`config.mk`:
```
export PLATFORM = sky130hd
export DESIGN_NAME = ysyx_23060111_mdu_flat
export DESIGN_NICKNAME = d
export VERILOG_FILES = /design/src/rtl/ysyx_23060111_mdu_if.sv /design/src/rtl/ysyx_23060111_mdu.sv /design/src/flat_wrapper.sv
export SDC_FILE = /design/constraint.sdc
export NUM_CORES = 1
export LEC_CHECK = 0
export CORE_MARGIN = 10
export CORE_UTILIZATION = 37
export DETAILED_ROUTE_END_ITERATION = 10
export PLACE_DENSITY_LB_ADDON = 0.08
export SLEW_MARGIN = 20
export SYNTH_ARGS = -nofsm -noshare
export SYNTH_HDL_FRONTEND = slang
export SYNTH_SLANG_ARGS = --single-unit
export TNS_END_PERCENT = 1
```
`constraint.sdc`:
```
create_clock -name clk -period 8.7 [get_ports clk]
set_input_delay 1.74 -clock clk [delete_from_list [all_inputs] [get_ports clk]]
set_output_delay 1.74 -clock clk [all_outputs]
set_load 0.02 [all_outputs]
```
`src/rtl/ysyx_23060111_mdu_if.sv`:
```
// Request/response bundle for the M-extension multiply/divide unit.
// The master drives requests and flush; the slave returns the tagged result.
interface ysyx_23060111_mdu_if #(
    parameter int XLEN  = 32,
    parameter int TAG_W = 5
);
    logic             flush;
    logic             in_valid;
    logic             in_ready;
    logic [2:0]       funct3;
    logic [XLEN-1:0]  src1;
    logic [XLEN-1:0]  src2;
    logic [TAG_W-1:0] in_tag;
    logic             out_valid;
    logic             out_ready;
    logic [XLEN-1:0]  out_wdata;
    logic [TAG_W-1:0] out_tag;

    modport master (
        output flush, in_valid, funct3, src1, src2, in_tag, out_ready,
        input  in_ready, out_valid, out_wdata, out_tag
    );

    modport slave (
        input  flush, in_valid, funct3, src1, src2, in_tag, out_ready,
        output in_ready, out_valid, out_wdata, out_tag
    );
endinterface

```
`src/rtl/ysyx_23060111_mdu.sv`:
```
// RV M-extension multiply/divide unit: iterative shift-add multiplier and restoring divider.
// Define YSYX_23060111_MDU_FAST_MUL_EN to compute multiplies in one cycle instead.
module ysyx_23060111_mdu #(
    parameter int XLEN  = 32,
    parameter int TAG_W = 5
) (
    input  logic                 clk,
    input  logic                 rst_n,
    ysyx_23060111_mdu_if.slave   mdu
);
    localparam int CNT_W = $clog2(XLEN);
    localparam logic [CNT_W-1:0] LAST_STEP = CNT_W'(XLEN - 1);
    localparam logic [XLEN-1:0]  MOST_NEG  = {1'b1, {(XLEN-1){1'b0}}};

    typedef enum logic [1:0] {IDLE, BUSY, DONE} state_t;

    state_t              r_state;
    state_t              w_state_next;

    logic [2:0]          r_op;
    logic [TAG_W-1:0]    r_tag;
    logic                r_neg_res;
    logic                r_neg_rem;
    logic [2*XLEN-1:0]   r_acc;
    logic [XLEN-1:0]     r_mcand;
    logic [CNT_W-1:0]    r_cnt;
    logic [XLEN-1:0]     r_wdata;
    logic [TAG_W-1:0]    r_out_tag;

    logic                w_accept;
    logic                w_is_div;
    logic                w_a_signed;
    logic                w_b_signed;
    logic                w_a_neg;
    logic                w_b_neg;
    logic [XLEN-1:0]     w_mag_a;
    logic [XLEN-1:0]     w_mag_b;
    logic                w_div_zero;
    logic                w_div_ovf;
    logic                w_special;
    logic [XLEN-1:0]     w_special_res;
    logic                w_direct;

    logic [XLEN:0]       w_mul_sum;
    logic [2*XLEN-1:0]   w_mul_next;
    logic [XLEN:0]       w_div_diff;
    logic [2*XLEN-1:0]   w_div_next;
    logic [2*XLEN-1:0]   w_acc_next;

    // Sign-fix the unsigned magnitude result; shared by the iterative and fast paths
    function automatic logic [XLEN-1:0] f_result(
        input logic [2:0]        op,
        input logic              neg_res,
        input logic              neg_rem,
        input logic [2*XLEN-1:0] acc
    );
        logic [2*XLEN-1:0] prod;
        logic [XLEN-1:0]   quo;
        logic [XLEN-1:0]   rem;
        prod = neg_res ? -acc : acc;
        quo  = neg_res ? -acc[XLEN-1:0] : acc[XLEN-1:0];
        rem  = neg_rem ? -acc[2*XLEN-1:XLEN] : acc[2*XLEN-1:XLEN];
        if (op[2])
            f_result = op[1] ? rem : quo;
        else if (op[1:0] == 2'b00)
            f_result = prod[XLEN-1:0];
        else
            f_result = prod[2*XLEN-1:XLEN];
    endfunction

    assign w_accept   = (r_state == IDLE) && mdu.in_valid && !mdu.flush;
    assign w_is_div   = mdu.funct3[2];
    assign w_a_signed = w_is_div ? !mdu.funct3[0]
                                 : (mdu.funct3[1:0] == 2'b01) || (mdu.funct3[1:0] == 2'b10);
    assign w_b_signed = w_is_div ? !mdu.funct3[0] : (mdu.funct3[1:0] == 2'b01);
    assign w_a_neg    = w_a_signed && mdu.src1[XLEN-1];
    assign w_b_neg    = w_b_signed && mdu.src2[XLEN-1];
    assign w_mag_a    = w_a_neg ? -mdu.src1 : mdu.src1;
    assign w_mag_b    = w_b_neg ? -mdu.src2 : mdu.src2;

    assign w_div_zero = w_is_div && (mdu.src2 == '0);
    assign w_div_ovf  = w_is_div && !mdu.funct3[0] && (mdu.src1 == MOST_NEG) && (mdu.src2 == '1);
    assign w_special  = w_div_zero || w_div_ovf;

    always_comb begin
        w_special_res = '0;
        if (w_div_zero)
            w_special_res = mdu.funct3[1] ? mdu.src1 : '1;
        else if (w_div_ovf)
            w_special_res = mdu.funct3[1] ? '0 : mdu.src1;
    end

`ifdef YSYX_23060111_MDU_FAST_MUL_EN
    logic [2*XLEN-1:0] w_fast_prod;
    assign w_fast_prod = {{XLEN{1'b0}}, w_mag_a} * {{XLEN{1'b0}}, w_mag_b};
    assign w_direct    = w_special || !w_is_div;
`else
    assign w_direct    = w_special;
`endif

    // Multiply step: low half of r_acc holds the remaining multiplier bits, high half the partial product
    assign w_mul_sum  = {1'b0, r_acc[2*XLEN-1:XLEN]} + (r_acc[0] ? {1'b0, r_mcand} : '0);
    assign w_mul_next = {w_mul_sum, r_acc[XLEN-1:1]};

    // Divide step: high half is the partial remainder, low half shifts dividend out and quotient in
    assign w_div_diff = r_acc[2*XLEN-1:XLEN-1] - {1'b0, r_mcand};
    assign w_div_next = w_div_diff[XLEN] ? {r_acc[2*XLEN-2:0], 1'b0}
                                         : {w_div_diff[XLEN-1:0], r_acc[XLEN-2:0], 1'b1};

    assign w_acc_next = r_op[2] ? w_div_next : w_mul_next;

    always_ff @(posedge clk) begin
        if (!rst_n)
            r_state <= IDLE;
        else
            r_state <= w_state_next;
    end

    always_comb begin
        w_state_next = r_state;
        case (r_state)
            IDLE: if (w_accept) w_state_next = w_direct ? DONE : BUSY;
            BUSY: if (r_cnt == LAST_STEP) w_state_next = DONE;
            DONE: if (mdu.out_ready) w_state_next = IDLE;
            default: w_state_next = IDLE;
        endcase
        if (mdu.flush)
            w_state_next = IDLE;
    end

    always_comb begin
        mdu.in_ready  = 1'b0;
        mdu.out_valid = 1'b0;
        case (r_state)
            IDLE:    mdu.in_ready  = 1'b1;
            DONE:    mdu.out_valid = 1'b1;
            default: ;
        endcase
    end

    assign mdu.out_wdata = r_wdata;
    assign mdu.out_tag   = r_out_tag;

    always_ff @(posedge clk) begin
        if (!rst_n) begin
            r_op      <= '0;
            r_tag     <= '0;
            r_neg_res <= 1'b0;
            r_neg_rem <= 1'b0;
            r_acc     <= '0;
            r_mcand   <= '0;
            r_cnt     <= '0;
            r_wdata   <= '0;
            r_out_tag <= '0;
        end else if (mdu.flush) begin
            r_cnt <= '0;
        end else if (w_accept) begin
            r_op      <= mdu.funct3;
            r_tag     <= mdu.in_tag;
            r_neg_res <= w_a_neg ^ w_b_neg;
            r_neg_rem <= w_a_neg;
            r_cnt     <= '0;
            r_acc     <= {{XLEN{1'b0}}, (w_is_div ? w_mag_a : w_mag_b)};
            r_mcand   <= w_is_div ? w_mag_b : w_mag_a;
            if (w_special) begin
                r_wdata   <= w_special_res;
                r_out_tag <= mdu.in_tag;
            end
`ifdef YSYX_23060111_MDU_FAST_MUL_EN
            else if (!w_is_div) begin
                r_wdata   <= f_result(mdu.funct3, w_a_neg ^ w_b_neg, w_a_neg, w_fast_prod);
                r_out_tag <= mdu.in_tag;
            end
`endif
        end else if (r_state == BUSY) begin
            r_acc <= w_acc_next;
            r_cnt <= r_cnt + 1'b1;
            if (r_cnt == LAST_STEP) begin
                r_wdata   <= f_result(r_op, r_neg_res, r_neg_rem, w_acc_next);
                r_out_tag <= r_tag;
            end
        end
    end
endmodule

```
`src/flat_wrapper.sv`:
```
// flat-port wrapper written by rule: the top's interface ports become plain ports
module ysyx_23060111_mdu_flat 
#(
    parameter int XLEN  = 32,
    parameter int TAG_W = 5
)
  (clk, rst_n, mdu_flush, mdu_in_valid, mdu_funct3, mdu_src1, mdu_src2, mdu_in_tag, mdu_out_ready, mdu_in_ready, mdu_out_valid, mdu_out_wdata, mdu_out_tag);
  ysyx_23060111_mdu_if #(.XLEN(XLEN), .TAG_W(TAG_W)) mdu_i ();
  input  logic clk;
  input  logic rst_n;
  input wire logic [$bits(mdu_i.flush)-1:0] mdu_flush;
  input wire logic [$bits(mdu_i.in_valid)-1:0] mdu_in_valid;
  input wire logic [$bits(mdu_i.funct3)-1:0] mdu_funct3;
  input wire logic [$bits(mdu_i.src1)-1:0] mdu_src1;
  input wire logic [$bits(mdu_i.src2)-1:0] mdu_src2;
  input wire logic [$bits(mdu_i.in_tag)-1:0] mdu_in_tag;
  input wire logic [$bits(mdu_i.out_ready)-1:0] mdu_out_ready;
  output wire logic [$bits(mdu_i.in_ready)-1:0] mdu_in_ready;
  output wire logic [$bits(mdu_i.out_valid)-1:0] mdu_out_valid;
  output wire logic [$bits(mdu_i.out_wdata)-1:0] mdu_out_wdata;
  output wire logic [$bits(mdu_i.out_tag)-1:0] mdu_out_tag;
  assign mdu_i.flush = mdu_flush;
  assign mdu_i.in_valid = mdu_in_valid;
  assign mdu_i.funct3 = mdu_funct3;
  assign mdu_i.src1 = mdu_src1;
  assign mdu_i.src2 = mdu_src2;
  assign mdu_i.in_tag = mdu_in_tag;
  assign mdu_i.out_ready = mdu_out_ready;
  assign mdu_in_ready = mdu_i.in_ready;
  assign mdu_out_valid = mdu_i.out_valid;
  assign mdu_out_wdata = mdu_i.out_wdata;
  assign mdu_out_tag = mdu_i.out_tag;
  ysyx_23060111_mdu #(.XLEN(XLEN), .TAG_W(TAG_W)) u_core (.clk(clk), .rst_n(rst_n), .mdu(mdu_i));
endmodule
```
* Word level (Yosys, flattened, before mapping)
Index checks and enable logic that the tools add are counted.
** Word-level totals
- Register bits after elaboration :: 150
- Input bits :: 77
- Output and inout port bits :: 39
** Cells by class
- Add/subtract/negate cells :: 8
- Eq/ne operators :: 11
- Mux-type cells :: 36
- Bitwise operators :: 3
- Reduce and logical (&&, ||, !) cells :: 23
** Operator list (number)
- $mux 32 :: 18
- $mux 64 :: 5
- $neg 32->32 :: 4
- $eq 32x32->1 const B :: 2
- $neg 64->64 :: 1
- $add 32x33->33 :: 1
- $sub 33x32->33 :: 1
- $logic_not 32->1 :: 1
- $mux 5 :: 4
- $logic_and 1x1->1 :: 8
- $mux 2 :: 4
- $pmux 2 s3 :: 1
- $add 5x1->5 const B :: 1
- $eq 5x5->1 const B :: 1
- $eq 2x1->1 const B :: 2
- $eq 2x2->1 const B :: 2
- $logic_not 2->1 :: 2
- $mux 1 :: 4
- $ne 2x1->1 const B :: 2
- $ne 2x2->1 const B :: 2
- $reduce_and 2->1 :: 2
- $reduce_and 4->1 :: 1
- $reduce_bool 2->1 :: 2
- $reduce_and 3->1 :: 1
- other kinds (6) :: 9

* Longest topological paths before layout
- Depth after elaboration :: 10
- Mapped depth :: 23

* Worst setup path before layout
OpenSTA, ideal clock, no wires.
- Path type :: register to register
- From :: register u_core.r_acc[31]
- To :: register u_core.r_wdata[20] (netlist: u_core.mdu.out_wdata[20])
- Library setup time :: 126 ps
- Data arrival time :: 5005 ps
- Required time :: 8574 ps
- Setup slack :: 3569 ps
- Stages on the path, launching flop included :: 23
- Path buffers :: 1
- Clock period less this slack :: 5131 ps
- Cells stage by stage :: dfxtp_1 -> inv_1 -> ha_1 -> fa_1 -> nand2b_1 -> a21oi_1 -> o21ai_1 -> a21bo_2 -> a21oi_2 -> buf_6 -> nor3_2 -> nor2_1 -> ha_1 -> nand2_1 -> or3_1 -> or3_1 -> or3_1 -> or2_2 -> nor4b_1 -> nand4_1 -> a211o_1 -> a21oi_1 -> o21ai_0
** On the way
- Longest elaborated chain between the ends :: 10
- Elaborated cells between the ends (all ways) :: 15
- Those cells by class :: add/sub (4); mux (11)
** Ends and longest elaborated chain
- start: declaration :: line ysyx_23060111_mdu.sv:24 : logic [2*XLEN-1:0] r_acc;
- start signal: assignment :: line ysyx_23060111_mdu.sv:163 : r_acc <= {{XLEN{1'b0}}, (w_is_div ? w_mag_a : w_mag_b)};
- start signal: assignment :: line ysyx_23060111_mdu.sv:176 : r_acc <= w_acc_next;
- $sub 33x32->33 :: line ysyx_23060111_mdu.sv:106 : assign w_div_diff = r_acc[2*XLEN-1:XLEN-1] - {1'b0, r_mcand};
- $mux 64 :: line ysyx_23060111_mdu.sv:107 : assign w_div_next = w_div_diff[XLEN] ? {r_acc[2*XLEN-2:0], 1'b0}
- $mux 64 * :: line ysyx_23060111_mdu.sv:110 : assign w_acc_next = r_op[2] ? w_div_next : w_mul_next;
- $neg 64->64, or another cell as far along :: line ysyx_23060111_mdu.sv:60 : prod = neg_res ? -acc : acc;
- $mux 64, or another cell as far along :: line ysyx_23060111_mdu.sv:60
- $mux 32, on equally long branches :: line ysyx_23060111_mdu.sv:65, ysyx_23060111_mdu.sv:64
- $mux 32 * :: line ysyx_23060111_mdu.sv:63 : if (op[2])
- $mux 32 * :: line ysyx_23060111_mdu.sv:178 : if (r_cnt == LAST_STEP) begin
- $mux 32 * :: line ysyx_23060111_mdu.sv:175 : end else if (r_state == BUSY) begin
- $mux 32 * :: line ysyx_23060111_mdu.sv:157 : end else if (w_accept) begin
- end signal: assignment :: line ysyx_23060111_mdu.sv:166 : r_wdata <= w_special_res;
- end signal: assignment :: line ysyx_23060111_mdu.sv:179 : r_wdata <= f_result(r_op, r_neg_res, r_neg_rem, w_acc_next);
- end: declaration :: line ysyx_23060111_mdu.sv:27 : logic [XLEN-1:0] r_wdata;
Mark *: on every way between the ends. The rest lies on a longest branch, timed or not. The select of a mux whose other input is x is not followed.
A chain may end at the register's enable or synchronous reset.

* Worst setup path in the final report
- From :: register u_core.r_mcand[7]
- To :: register u_core.r_wdata[20] (netlist: u_core.mdu.out_wdata[20])
** On the way
- Longest elaborated chain between the ends :: 10
- Elaborated cells between the ends (all ways) :: 17
- Those cells by class :: add/sub (5); mux (12)
** Ends and longest elaborated chain
- start: declaration :: line ysyx_23060111_mdu.sv:25 : logic [XLEN-1:0] r_mcand;
- start signal: assignment :: line ysyx_23060111_mdu.sv:164 : r_mcand <= w_is_div ? w_mag_b : w_mag_a;
- $sub 33x32->33 or $mux 32 (tied branches) :: line ysyx_23060111_mdu.sv:106, ysyx_23060111_mdu.sv:102
- $mux 64 or $add 32x33->33 (tied branches) :: line ysyx_23060111_mdu.sv:107, ysyx_23060111_mdu.sv:102
- $mux 64 * :: line ysyx_23060111_mdu.sv:110
- $neg 64->64, or another cell as far along :: line ysyx_23060111_mdu.sv:60
- $mux 64, or another cell as far along :: line ysyx_23060111_mdu.sv:60
- $mux 32, on equally long branches :: line ysyx_23060111_mdu.sv:65, ysyx_23060111_mdu.sv:64
- $mux 32 * :: line ysyx_23060111_mdu.sv:63
- $mux 32 * :: line ysyx_23060111_mdu.sv:178
- $mux 32 * :: line ysyx_23060111_mdu.sv:175
- $mux 32 * :: line ysyx_23060111_mdu.sv:157
Marked as above.

==> results_dict.tcl <==
set metrics [dict create \
    run_status "completed" \
    synth-async-reset-ratio_pct 0 \
    worstRegToRegCells 21 \
    die-area_mm2 0.0540 \
    grt_pass1_vias 17900 \
    crit_path_required_time_ns 9.05 \
    setup_ws_ns 2.32 \
    path_clk_slew_ns 0.07 \
    remaining_global_route_overflow 0 \
    max_freq_mhz 157 \
    power.leakage_nw 6.64 \
    floorplan.core_area_mm2 0.0444 \
    final.period_utilization_pct 73.3 \
    crit_chain "inv_1, ha_1, a21oi_1, nand2_1, o21ai_1, a21boi_2, nor3_2, buf_4, nor3_2, nor2_1, ha_1, nand2_1, or3_1, or3_1, or3_1, or2_2, nor4b_1, nand4_1, a211o_1, a21oi_1, o21ai_0" \
    netlist_top_cells_area "sky130_fd_sc_hd__dfxtp_1 (18%), sky130_fd_sc_hd__a21oi_1 (6.9%), sky130_fd_sc_hd__nand2_1 (6.7%)" \
    synth_largest_type_area_fraction_pct 18.0 \
    post_dp_cell_area_mm2 0.0181 \
    postSynthRegisterBits 150 \
    drt-initial-drc-count 2129 \
    setup_total_negative_slack_ns 0 \
    cts-resized-gates 0 \
    drt-vias-per-instance 6.30 \
    grt_setup_unrepaired "no" \
    antennaDiodeCount 0 \
    end_kind "flip-flop" \
    clock_insertion_delay_worst_skew_ns 0.48 \
    design_power_total_mw 2.42 \
    worst_r2r_startpoint "u_core.r_mcand[7]" \
    grt_antenna_before_repair 4 \
    grt_use_total_pct 29.6 \
    post_synth_net_total 2580 \
    synth_ff_type "sky130_fd_sc_hd__dfxtp_1" \
    h_tree_lvls 4 \
    timing.critical_path.from_type "flip-flop" \
    timing.critical_path.to "u_core.mdu.out_wdata[20]" \
    ys_warn_count 0 \
    clk_root_buffer_cell "sky130_fd_sc_hd__clkbuf_16" \
    layout.cell_area.non_filler_mm2 0.0188 \
    min_path_type "flip-flop to flip-flop" \
    synth-seq-area-share_pct 18.0 \
    floorplan.io_pins 116 \
    number_of_enable_flip_flop_cells_after_synthesis 0 \
    detail_route.wl_per_cell_um 27.2 \
    clock_tree_from_tritoncts "done" \
    max_stage_delay_ns 0.58 \
    final_cell_count_no_fill 3023 \
    maximum_number_of_pins_on_one_net_before_global_route_repair 83 \
    worst_path_max_delay_cell "sky130_fd_sc_hd__o21ai_1" \
    layout-drive-gt1-share_pct 5.72 \
    syn2layout_area_growth_pct 12.5 \
    report.final.hold_viol_count 0 \
    fp-row-count 77 \
    gate_count_post_synth 2429 \
    buffer_ports.inserted 115 \
    post_detailed_placement_half_perimeter_wirelength_um 65000 \
    routed_wl_um 82400 \
    post-place-cells 2991 \
    globalplace.congestion 0.999 \
    max-vdd-ir-drop_mv 0.151 \
    areal_power_density_over_the_cells_mw_per_mm2 129 \
    global_route_wire_length_before_repair_um 120000 \
    relSlewSlack_pct 23.0 \
    critPathMostFrequentCell "sky130_fd_sc_hd__or3_1" \
    postRouteAntennaNets 0 \
    period_needed_ns 6.38 \
    chipWidth_um 232 \
    drt_pass1_iterations 6 \
    post_synth_instance_area_mm2 0.0167 \
    rr_endpoint "u_core.mdu.out_wdata[20]" \
    worst_setup_path_startpoint "u_core.r_mcand[7]" \
    ctsLongestPathBuffers 2 \
    vias 19000 \
    drv_slew 0 \
    die_h_um 232 \
    synth_top_area_cell "sky130_fd_sc_hd__dfxtp_1" \
    synth_area_per_inst_um2 6.87 \
    setup-violations-final 0 \
    tritoncts.num_buffers 17 \
    cts.sinks 150 \
    worst-setup-path-type "flip-flop to flip-flop" \
    num-nets-final 2569 \
    arrival_ns 6.73 \
    max-cap-violations 0 \
    path_max_fanout 14 \
    post-cts-setup-buffer-count 0 \
    timing.clock.skew_ns 0.0155 \
    initial_core_utilization_pct 37.6 \
    hold_fix_buffers_at_cts 0 \
    r2r_slack_ns 2.32 \
    drc_errors 0 \
    max_slew.worst_pin.slew_ns 1.15 \
    place_worst_setup_slack_ns 2.45 \
    synth_cell_types 90 \
]
-- routing by layer --
| metal | global-route usage (%) | part of all wire [%] | vias to the layer above |
|---|---|---|---|
| li1 | - | - | 8858 |
| met1 | 39.0 | 43 | 9205 |
| met2 | 46.6 | 45 | 834 |
| met3 | 4.28 | 7.2 | 140 |
| met4 | 14.4 | 4.8 | 0 |
| met5 | 0 | 0 | - |
-- cells in the final DEF, fill, tap and decap left out, drive strengths merged, types with 30 or more instances in the layout --
| cell | count |
|---|---|
| nand2 | 300 |
| a21oi | 232 |
| nor2 | 208 |
| o21ai | 207 |
| dfxtp | 150 |
| clkdlybuf4s50 | 114 |
| o211ai | 109 |
| xnor2 | 108 |
| xor2 | 77 |
| inv | 76 |
| nor3 | 74 |
| ha | 72 |
| nand3 | 58 |
| mux2i | 52 |
| nand4 | 51 |
| and2 | 43 |
| a31oi | 39 |
| a211oi | 35 |
| buf | 34 |
| or3 | 32 |
| o31ai | 30 |
-- critical path: cells and delay by family (launching register included) --
kind | cells | cell delay, ns
compound gates | 6 | 1.63
flops | 1 | 0.36
simple gates | 11 | 3.27
fa+ha+maj | 2 | 0.61
buf+inv | 2 | 0.38
-- kinds of logic after synthesis --
logic type	after synthesis	synth area share, %
XOR/XNOR	185	9.70
adder cells (fa/ha/maj)	74	5.64
flip-flops	150	18.0
multiplexers	59	3.59
AND/OR/NAND/NOR	892	25.5
buffers and inverters	251	6.08
AO/OA/AOI/OAI	818	31.5
-- registers in the layout, indices dropped and copies added (netlist names) --
signal                flops
u_core.r_op               3
u_core.r_neg_rem          1
u_core.r_cnt              5
u_core.r_mcand           32
u_core.r_acc             64
u_core.r_state            2
u_core.mdu.out_tag        5
u_core.r_neg_res          1
u_core.mdu.out_wdata     32
u_core.r_tag              5
-- through the flow --
stage          util (%)  hold WS [ns]
6_report           42.3         0.471
5_1_grt            42.3         0.494
4_1_cts            42.3         0.472
3_5_place_dp       40.8         0.463
3_3_place_gp       40.8         0.452
2_1_floorplan         -         0.437
-- worst min path at each step --
stage,from,end,depth (start not counted)
after floorplan,u_core.r_state[1],u_core.r_state[0],1
after global placement,u_core.r_mcand[10],u_core.r_mcand[10],2
after detailed placement,u_core.r_mcand[29],u_core.r_mcand[29],2
after CTS,u_core.r_mcand[12],u_core.r_mcand[12],2
after global routing,u_core.r_mcand[9],u_core.r_mcand[9],2
final,u_core.r_mcand[12],u_core.r_mcand[12],2
-- area by class of cell --
type | count | area [um^2]
Tap cell | 592 | 741
Sequential cell | 150 | 3010
Fill cell | 4731 | 25600
Clock buffer | 21 | 482
Clock inverter | 11 | 160
Timing Repair Buffer | 148 | 1390
Inverter | 73 | 275
Multi-Input combinational cell | 2028 | 12700
-- power by group --
group	leakage, nW	internal (mW)	total, mW	switching, mW
Combinational	5.10	0.266	0.830	0.564
Clock	0.315	0.490	0.846	0.356
Sequential	1.22	0.710	0.747	0.0371
-- Yosys cell counts (all sizes together) (16+ instances only) --
| cell | instances |
|---|---|
| nor3 | 74 |
| and3 | 16 |
| o211ai | 109 |
| inv | 72 |
| or2 | 17 |
| nand3 | 58 |
| o21ai | 207 |
| nand2 | 300 |
| nand2b | 18 |
| o31ai | 30 |
| dfxtp | 150 |
| buf | 39 |
| xnor2 | 108 |
| or3 | 32 |
| a31oi | 39 |
| mux2i | 52 |
| and2 | 43 |
| xor2 | 77 |
| clkbuf | 139 |
| nor2 | 208 |
| a211oi | 35 |
| nor4 | 27 |
| a21oi | 232 |
| a21o | 21 |
| ha | 72 |
| nand4 | 51 |
Power figures use the tool's default switching activity.
